==> src/rtl/mips_decode_stage.sv <==
// Decode stage: decodes MIPS add/sub/and/or/xor/nor and addi/andi/ori/xori over valid/ready,
// then queues the decoded bundles in an output FIFO. Also keeps an exception counter and a halt FSM.
module mips_decode_stage #(
  parameter int FIFO_DEPTH     = 2,
  parameter int IMM_WIDTH      = 32,
  parameter int EXC_CNT_WIDTH  = 8,
  parameter int HALT_ON_EXCEPT = 0
) (
  input  logic                     clock,
  input  logic                     reset,
  input  logic                     in_valid,
  output logic                     in_ready,
  input  logic [31:0]              in_inst,
  input  logic                     exc_clear,
  output logic                     out_valid,
  input  logic                     out_ready,
  output logic [2:0]               out_alu_op,
  output logic [4:0]               out_rs,
  output logic [4:0]               out_rt,
  output logic [4:0]               out_wr_reg,
  output logic [IMM_WIDTH-1:0]     out_imm,
  output logic                     out_alu_src2,
  output logic                     out_writeenable,
  output logic                     out_except,
  output logic [EXC_CNT_WIDTH-1:0] exc_count,
  output logic                     halted
);
  localparam int PW = $clog2(FIFO_DEPTH);

  typedef struct packed {
    logic [2:0]           alu_op;
    logic [4:0]           rs;
    logic [4:0]           rt;
    logic [4:0]           wr_reg;
    logic [IMM_WIDTH-1:0] imm;
    logic                 alu_src2;
    logic                 we;
    logic                 except;
  } bundle_t;

  typedef enum logic {RUN, HALT} state_t;

  state_t               state_q, state_d;
  bundle_t              dec;
  bundle_t              mem [FIFO_DEPTH];
  logic [PW-1:0]        wr_ptr, rd_ptr;
  logic [PW:0]          count;
  logic                 full, push, pop;
  logic [5:0]           opcode, funct;
  logic [IMM_WIDTH-1:0] sext, zext;

  assign opcode = in_inst[31:26];
  assign funct  = in_inst[5:0];
  assign sext   = IMM_WIDTH'($signed(in_inst[15:0]));
  assign zext   = IMM_WIDTH'(in_inst[15:0]);

  always_comb begin
    dec          = '0;
    dec.rs       = in_inst[25:21];
    dec.rt       = in_inst[20:16];
    dec.imm      = sext;
    dec.except   = 1'b1;
    if (opcode == 6'h00) begin
      dec.wr_reg = in_inst[15:11];
      dec.we     = 1'b1;
      dec.except = 1'b0;
      unique case (funct)
        6'h20:   dec.alu_op = 3'b010;
        6'h22:   dec.alu_op = 3'b011;
        6'h24:   dec.alu_op = 3'b100;
        6'h25:   dec.alu_op = 3'b101;
        6'h26:   dec.alu_op = 3'b111;
        6'h27:   dec.alu_op = 3'b110;
        default: dec.except = 1'b1;
      endcase
    end else begin
      dec.wr_reg   = in_inst[20:16];
      dec.alu_src2 = 1'b1;
      dec.we       = 1'b1;
      dec.except   = 1'b0;
      unique case (opcode)
        6'h08:   dec.alu_op = 3'b010;
        6'h0C: begin dec.alu_op = 3'b100; dec.imm = zext; end
        6'h0D: begin dec.alu_op = 3'b101; dec.imm = zext; end
        6'h0E: begin dec.alu_op = 3'b111; dec.imm = zext; end
        default: dec.except = 1'b1;
      endcase
    end
    // Excepting bundles carry only register fields and the sign-extended immediate.
    if (dec.except) begin
      dec.alu_op   = 3'b000;
      dec.wr_reg   = 5'd0;
      dec.alu_src2 = 1'b0;
      dec.we       = 1'b0;
      dec.imm      = sext;
    end
  end

  assign full      = (count == (PW+1)'(FIFO_DEPTH));
  assign in_ready  = !full && (state_q == RUN);
  assign out_valid = (count != '0);
  assign push      = in_valid && in_ready;
  assign pop       = out_valid && out_ready;
  assign halted    = (state_q == HALT);

  always_comb begin
    state_d = state_q;
    unique case (state_q)
      RUN:  if (HALT_ON_EXCEPT != 0 && push && dec.except) state_d = HALT;
      HALT: if (exc_clear) state_d = RUN;
      default: state_d = RUN;
    endcase
  end

  always_ff @(posedge clock) begin
    if (reset) begin
      state_q   <= RUN;
      wr_ptr    <= '0;
      rd_ptr    <= '0;
      count     <= '0;
      exc_count <= '0;
      for (int i = 0; i < FIFO_DEPTH; i++) mem[i] <= '0;
    end else begin
      state_q <= state_d;
      if (push) begin
        mem[wr_ptr] <= dec;
        wr_ptr      <= wr_ptr + 1'b1;
      end
      if (pop) rd_ptr <= rd_ptr + 1'b1;
      if (push && !pop)      count <= count + 1'b1;
      else if (pop && !push) count <= count - 1'b1;
      if (push && dec.except && exc_count != '1) exc_count <= exc_count + 1'b1;
    end
  end

  assign out_alu_op      = mem[rd_ptr].alu_op;
  assign out_rs          = mem[rd_ptr].rs;
  assign out_rt          = mem[rd_ptr].rt;
  assign out_wr_reg      = mem[rd_ptr].wr_reg;
  assign out_imm         = mem[rd_ptr].imm;
  assign out_alu_src2    = mem[rd_ptr].alu_src2;
  assign out_writeenable = mem[rd_ptr].we;
  assign out_except      = mem[rd_ptr].except;
endmodule
==> config.mk <==
export PLATFORM = sky130hd
export DESIGN_NAME = mips_decode_stage
export DESIGN_NICKNAME = d
export VERILOG_FILES = /design/src/rtl/mips_decode_stage.sv
export SDC_FILE = /design/constraint.sdc
export NUM_CORES = 1
export LEC_CHECK = 0
export ABC_CLOCK_PERIOD_IN_PS = 3700
export BUFFER_PORTS_ARGS = -buffer_cell sky130_fd_sc_hd__buf_2
export CAP_MARGIN = 20
export CORE_AREA = 2 2 84 103
export CTS_BUF_LIST = sky130_fd_sc_hd__clkbuf_16
export DETAILED_ROUTE_END_ITERATION = 16
export DIE_AREA = 0 0 86 105
export HOLD_SLACK_MARGIN = 0.05
export PLACE_DENSITY = 0.79
export REMOVE_ABC_BUFFERS = 1
export SLEW_MARGIN = 10
export SYNTH_ARGS = -nofsm -noshare
export SYNTH_HDL_FRONTEND = slang
export SYNTH_SLANG_ARGS = --single-unit
==> constraint.sdc <==
create_clock -name clock -period 3.7 [get_ports clock]
set_input_delay 0.185 -clock clock [delete_from_list [all_inputs] [get_ports clock]]
set_output_delay 0.185 -clock clock [all_outputs]
set_load 0.05 [all_outputs]
==> results of run 1 <==
## placed cells by master, fill, tap and decap left out, drive strengths merged, types with 2 or more instances in the layout
cell type and n:
nor4 2, a21oi 2, nand4 2, or3 2, and3 4, dfxtp 14
nand2b 5, clkbuf 9, o31ai 2, mux2i 7, inv 7, ha 2
edfxtp 76, bufinv 3, clkinvlp 2, nor3 8, buf 103, mux2 42
nor3b 2, nand2 13, or4 2, nor2b 6, a22oi 2, and2 52
clkinv 2, xor2 4, nand3 3, nor2 32, or2 3
## final cells by class
| type | count | area, sq um | area share |
|---|---|---|---|
| inverters | 7 | 26.3 | 0.00515 |
| clock buffers | 9 | 225 | 0.0442 |
| multi-input cells | 207 | 1500 | 0.295 |
| well taps | 95 | 119 | 0.0233 |
| clock inverters | 7 | 118 | 0.0231 |
| repair buffers | 104 | 546 | 0.107 |
| flip-flops and latches | 90 | 2560 | 0.503 |
## per-stage QoR
step | instances | area [sq um] | utilization | setup TNS (ps) | total power [mW]
2_1_floorplan | 304 | 4070 | - | -10920 | 2.43
3_5_place_dp | 501 | 4730 | 0.593 | 0 | 2.75
4_1_cts | 518 | 5080 | 0.637 | 0 | 3.77
5_1_grt | 519 | 5100 | 0.640 | 0 | 3.89
3_3_place_gp | 501 | 4730 | 0.593 | 0 | 2.73
6_report | 519 | 5100 | 0.640 | 0 | 3.76
## kinds of logic (layout without fill, tap and decap cells)
logic type                 Yosys count  after routing
and+or+nand+nor                    137            137
DFF                                 90             90
muxes                               49             49
buffers and inverters               35            127
AOI/OAI and AO/OA                   13             13
xor gates and xnor gates             5              5
adders and majority gates            3              3
## power by group
part	total [mW]	switching (mW)	internal (mW)
sequential	1.37	0.110	1.26
clock	1.02	0.363	0.658
combinational	1.37	0.993	0.373
## sequential cells by signal, summed over array words and instances (netlist names), named ones only
name / cells
mem: 76
exc_count: 8
count: 2
halted: 1
rd_ptr: 1
wr_ptr: 1
## per-layer routing
layer	routed length [um]	track usage	part of all wire	vias up
met5	0	0	0	-
met4	163	0.0771	0.020	0
met3	477	0.0427	0.058	13
met2	4090	0.310	0.49	100
met1	3550	0.239	0.43	1302
li1	-	-	-	1334
## synth_stat cells, types with 2 or more instances
| cell | number | share of area |
|---|---|---|
| mux2_2 | 38 | 0.10 |
| nor4_1 | 2 | 0.0030 |
| buf_1 | 3 | 0.0027 |
| nand2b_1 | 5 | 0.0074 |
| and3_1 | 4 | 0.0059 |
| or2_2 | 3 | 0.0044 |
| mux2_1 | 4 | 0.011 |
| nand2_1 | 13 | 0.012 |
| xor2_1 | 4 | 0.0083 |
| nor2b_1 | 6 | 0.0089 |
| a21oi_1 | 2 | 0.0024 |
| nand3_1 | 3 | 0.0035 |
| nor3b_1 | 2 | 0.0035 |
| mux2i_1 | 7 | 0.017 |
| and2_1 | 52 | 0.077 |
| buf_4 | 16 | 0.028 |
| inv_1 | 7 | 0.0062 |
| a22oi_1 | 2 | 0.0035 |
| nor3_1 | 7 | 0.0083 |
| or3_1 | 2 | 0.0030 |
| clkbuf_1 | 9 | 0.0080 |
| ha_1 | 2 | 0.0059 |
| o31ai_1 | 2 | 0.0035 |
| edfxtp_1 | 76 | 0.54 |
| dfxtp_1 | 14 | 0.066 |
| nor2_1 | 32 | 0.028 |
| nand4_1 | 2 | 0.0030 |
## worst register-to-register path: stages (launching register included)
cell,delay [ps]
dfxtp_1,390
nand2b_1,150
nand2_1,290
nor3b_2,250
buf_4,290
or2_2,790
## worst paths after layout
kind / endpoint / from / slack [ps] / depth (start not counted)
setup / recovery: mem[1][7] / count[0] / 1150 / 5
hold / removal: mem[1][45] / in_inst[21] / 150 / 2
setup reg to reg: mem[1][7] / count[0] / 1150 / 5
hold reg to reg: count[1] / count[1] / 510 / 2
## timing repair
| action | CTS | global route |
|---|---|---|
| hold endpoints to repair | 1 | 0 |
| hold buffers | 1 | 0 |
| resized for setup | 0 | 0 |
| endpoints found under the setup margin | 0 | 0 |
==> out/results.md, run 1 <==
| Group | Parameter | Value |
|:---|:---|:---|
| drt | Routed via count | 2749 |
| critical path | Critical Path Source Type | register |
| synth | Mux contribution to synthesized area | 0.128 |
| floorplan | DIE AREA | 9030 sq um |
| clock tree | Clock insertion delay at the later pin of the skew report | 330 ps |
| synth | Share of async-settable or async-resettable flops after synthesis | 0 |
| clock tree | TritonCTS clock tree | yes |
| grt | Vias in the first global route | 2728 |
| clock tree | Number of buffers added by the clock tree synthesis step | 9 |
| power | Cell leakage power | 2.20 nW |
| synth | Area share of and/or/nand/nor cells after synthesis | 0.177 |
| timing | Period Utilization, post-route | 0.688 |
| placed design | Routability-driven placement congestion ratio | 0.834 |
| synth | Sequential share of the synthesized area | 0.605 |
| drt | 1st-pass router iterations | 4 |
| synth | Cell area after synthesis | 4240 sq um |
| clock tree | Htree depth | 3 |
| timing | Setup-violating endpoint count in the final report | 0 |
| clock tree | Clock-pin slew on the worst setup and hold paths | 60 ps |
| final layout | Share of final-layout standard cells stronger than drive strength 1 | 0.394 |
| critical path | Top Family by Delay on Critical Path | simple AND/OR/NAND/NOR gates |
| drt | DR vias/cell | 5.30 |
| floorplan | Initial Utilization | 0.531 |
| critical path | Worst endpoint data arrival time | 2500 ps |
| grt | Maximum number of pins on one net before global-route repair | 39 |
| timing | Setup slack after layout | 1150 ps |
| final layout | Synth-to-layout area growth | 20.4% |
| synth | Post-Synth Adder-Cell Area | 0.00827 |
| drt | Post-detailed-route DRC marker count | 0 |
| drt | Routed length per placed instance | 16.0 um |
| clock tree | Number of clock sinks | 90 |
| critical path | Sum of buffers and inverters on the critical path | 1 |
| synth | Unique cell type count in the Yosys netlist | 40 |
| drt | Total length of routed wires | 8280 um |
| placed design | DP Wirelength | 5420 um |
| grt | Total routing usage reported by global routing | 0.189 |
| clock tree | Number of buffers on the longest clock path | 2 |
| power | Max IR drop VDD | 432 uV |
| floorplan | Core outline area | 7970 sq um |
| synth | Synth warn | 0 |
| grt | Antenna violations before repair | 0 |
| grt | Wire length of the first global-routing pass | 13200 um |
| floorplan | Total number of placement rows | 36 |
| synth | Count of mapped cells out of synthesis | 332 |
| critical path | Cells along the critical path | nand2b_1, nand2_1, nor3b_2, buf_4, or2_2 |
| final layout | Antenna Cells | 0 |
| timing | RSZ-0062 raised after global routing | false |
| critical path | Slowest stage delay, CP | 780 ps |
| synth | Number of synthesized register bits | 90 |
| clock tree | Clock Tree Root | clkbuf_16 |
| timing | Final worst path period need | 2550 ps |
| drt | Antenna viol nets, final | 0 |
| placed design | Worst slack at placement | 1130 ps |
| critical path | Largest driver fanout on the critical path | 38 |
| synth | Xor and xnor area share after synthesis | 0.0103 |
| job | Maximum capacitance violations | 0 |
| final layout | NumNets Final | 458 |
| timing | Worst hold slack after final layout | 148 ps |
| synth | Mean cell area of the mapped netlist | 12.8 sq um |
| synth | Number of flops mapped to enable cells by yosys | 76 |
| grt | Total congestion overflow | 0 |
| synth | Post-synth top flop | edfxtp_1 |
| critical path | Worst setup path category | reg -> reg |
| floorplan | Die W | 86 um |
| power | Cell area power density | 737 nW/um^2 |
| timing | Clock tree skew after final layout | 6.65 ps |
| synth | Area fraction in compound gates after synthesis | 0.0260 |
| hold path | Min-Delay Path Class | in -> reg |
| timing | Highest achievable clock rate | 393 MHz |
| drt | Number of design-rule violations left by the first detailed-router iteration | 165 |
| placed design | Port buffer count | 100 |
| floorplan | Die Span Y | 105 um |
| timing | Worst Max-Slew Pin Slew | 931 ps |
| timing | Total count of hold-check failures in the final report | 0 |
| final layout | # fillers | 601 |
| floorplan | Total I/O pin count | 101 |
| status | Result of the run | finished, final reports clean |
| critical path | Slowest cell on the critical path | or2_2 |
| timing | Relative slew slack | 0.379 |
| synth | Dominant combinational cell family by area after synthesis | simple AND/OR/NAND/NOR gates |
| timing | Max-slew violation count | 0 |
| critical path | Kind of end point of the critical path | register |
| critical path | Required @ worst endpoint | 3650 ps |
| clock tree | Post-CTS setup buffers | 0 |
Power figures use the tool's default switching activity.
==> run 2: changes to the inputs <==
- ABC_CLOCK_PERIOD_IN_PS: 3700 -> 2600
- clock period: 3.7 -> 2.6 ns (I/O delays scaled with it)
==> out/results.md, run 2 (synthesis gave the netlist of run 1 again) <==
| Group | Parameter | Value | vs previous |
|:---|:---|:---|:---|
| clock tree | Clock-pin slew on the worst setup and hold paths | 60 ps | about the same |
| final layout | Most common cell after layout, fill and taps aside | buf_2 | unchanged |
| hold path | Min-Delay Path Class | in -> reg | unchanged |
| status | Result of the run | finished, final reports clean | unchanged |
| critical path | Critical Path Source Type | register | unchanged |
| power | Total power draw | 5.15 mW | was 3.76 mW |
| clock tree | Number of buffers added by the clock tree synthesis step | 9 | unchanged |
| timing | Relative slew slack | 0.615 | was 0.379 |
| clock tree | Htree depth | 3 | unchanged |
| floorplan | DIE AREA | 9030 sq um | unchanged |
| timing | Clock tree skew after final layout | 6.34 ps | was 6.65 ps |
| floorplan | Die Span Y | 105 um | unchanged |
| final layout | Number of cells in the finished layout apart from fillers | 522 | was 519 |
| clock tree | TritonCTS clock tree | yes | unchanged |
| job | Maximum capacitance violations | 0 | unchanged |
| timing | Max-slew violation count | 0 | unchanged |
| grt | Wire length of the first global-routing pass | 13700 um | was 13200 um |
| timing | Worst Max-Slew Pin Slew | 574 ps | was 931 ps |
| power | Cell leakage power | 2.20 nW | about the same |
| final layout | Share of final-layout standard cells stronger than drive strength 1 | 0.396 | was 0.394 |
| critical path | Required @ worst endpoint | 2870 ps | was 3650 ps |
| final layout | NumNets Final | 461 | was 458 |
| floorplan | Core outline area | 7970 sq um | unchanged |
| grt | Vias in the first global route | 2871 | was 2728 |
| clock tree | Clock Tree Root | clkbuf_16 | unchanged |
| drt | Post-detailed-route DRC marker count | 0 | unchanged |
| grt | Antenna violations before repair | 0 | unchanged |
| timing | Worst hold slack after final layout | 84.8 ps | was 148 ps |
| drt | Total length of routed wires | 8260 um | was 8280 um |
| grt | Met3 track utilization from global routing | 0.0466 | was 0.0427 |
| critical path | Worst endpoint data arrival time | 2320 ps | was 2500 ps |
| grt | Layer with the highest usage after global routing | met2 | unchanged |
| critical path | Kind of end point of the critical path | register | unchanged |
| critical path | Worst setup path category | reg -> reg | unchanged |
| clock tree | Number of buffers on the longest clock path | 2 | unchanged |
| floorplan | Die W | 86 um | unchanged |
| power | Cell area power density | 1020 nW/um^2 | was 737 nW/um^2 |
| final layout | Leading registers by flop count | mem x76, exc_count x8, count x2 | unchanged |
| drt | Routed length per placed instance | 15.8 um | was 16.0 um |
| grt | Total congestion overflow | 0 | unchanged |
| placed design | Port buffer count | 100 | unchanged |
| drt | Number of design-rule violations left by the first detailed-router iteration | 112 | was 165 |
| placed design | DP Wirelength | 5610 um | was 5420 um |
| timing | Final worst path period need | 2050 ps | was 2550 ps |
| timing | Setup-violating endpoint count in the final report | 0 | unchanged |
| final layout | Area taken by multi-input logic gates | 1500 sq um | unchanged |
| grt | Global-route met1 utilization | 0.226 | was 0.239 |
| timing | RSZ-0062 raised after global routing | false | unchanged |
| final layout | Antenna Cells | 0 | unchanged |
| grt | Maximum number of pins on one net before global-route repair | 39 | unchanged |
| timing | Period Utilization, post-route | 0.790 | was 0.688 |
| drt | DR vias/cell | 5.33 | was 5.30 |
| grt | Met2 routing resource usage after global routing | 0.345 | was 0.310 |
| timing | Total count of hold-check failures in the final report | 0 | unchanged |
| clock tree | Number of clock sinks | 90 | unchanged |
| final layout | Synth-to-layout area growth | 19.7% | was 20.4% |
| critical path | Largest driver fanout on the critical path | 12 | was 38 |
| drt | Routed via count | 2784 | was 2749 |
| placed design | Routability-driven placement congestion ratio | 0.828 | was 0.834 |
| drt | 1st-pass router iterations | 4 | unchanged |
| clock tree | Post-cts repair resize count | 0 | unchanged |
| final layout | Highest-count cells in the layout ignoring fill and taps | buf_2 (100), edfxtp_1 (76), and2_1 (52), mux2_2 (38), nor2_1 (32) | unchanged |
| floorplan | Total number of placement rows | 36 | unchanged |
| final layout | Largest register FFs | 76 | unchanged |
| power | Max IR drop VDD | 440 uV | was 432 uV |
| grt | Total routing usage reported by global routing | 0.194 | was 0.189 |
| floorplan | Initial Utilization | 0.531 | unchanged |
| final layout | Utilization of the core after routing | 0.636 | was 0.640 |
| final layout | # fillers | 624 | was 601 |
| placed design | Post-placement cell count | 505 | was 501 |
| drt | Antenna viol nets, final | 0 | unchanged |
| timing | Highest achievable clock rate | 487 MHz | was 393 MHz |
| clock tree | Clock insertion delay at the later pin of the skew report | 330 ps | about the same |
| clock tree | Post-CTS setup buffers | 0 | unchanged |
| final layout | Area taken by flip-flops and latches | 2560 sq um | unchanged |
| floorplan | Total I/O pin count | 101 | unchanged |
| final layout | Register ranked first by flip-flop count | mem | unchanged |
## run 2: routing by layer
metal	up-vias	wire (um)
met5	-	0
met4	0	144
met1	1336	3440
li1	1337	-
met3	14	487
met2	97	4190
## run 2: path summary, 6_finish.rpt
path                start      endpoint  slack (ps)  depth (start not counted)
max              count[0]      count[1]         550                          6
min           in_inst[21]    mem[1][45]          80                          2
max reg2reg      count[0]      count[1]         550                          6
min reg2reg  exc_count[4]  exc_count[4]         500                          2
## run 2: cell type report
| cell class | count | share of cell area |
|---|---|---|
| tap | 95 | 0.0235 |
| multi-input combinational | 207 | 0.297 |
| timing repair buffer | 107 | 0.112 |
| inverter | 7 | 0.00518 |
| clock inverter | 7 | 0.0123 |
| clock buffer | 9 | 0.0444 |
| sequential | 90 | 0.506 |
## run 2: per-stage QoR
stage	TNS, ps	instance area, sq um	setup slack, ps
3_3_place_gp	0	4770	643
3_5_place_dp	0	4770	564
2_1_floorplan	-65540	4070	-1730
4_1_cts	0	5070	552
6_report	0	5070	546
5_1_grt	0	5070	389
## run 2: critical path: stages, from the launching register on
cell	delay (ps)
dfxtp_1	340
nand2b_1	170
nand2_1	400
inv_1	190
ha_1	370
or3_1	370
a21oi_1	140
## run 2: timing repair
action / 4_1_cts / 5_1_grt
endpoints found under the setup margin: 0 / 0
hold endpoints to repair: 1 / 0
hold buffers: 1 / 0
## run 2: power by group
group | internal (mW) | total (mW) | switching (mW)
Combinational | 0.541 | 2.00 | 1.46
Sequential | 1.79 | 1.90 | 0.108
Clock | 0.734 | 1.25 | 0.512
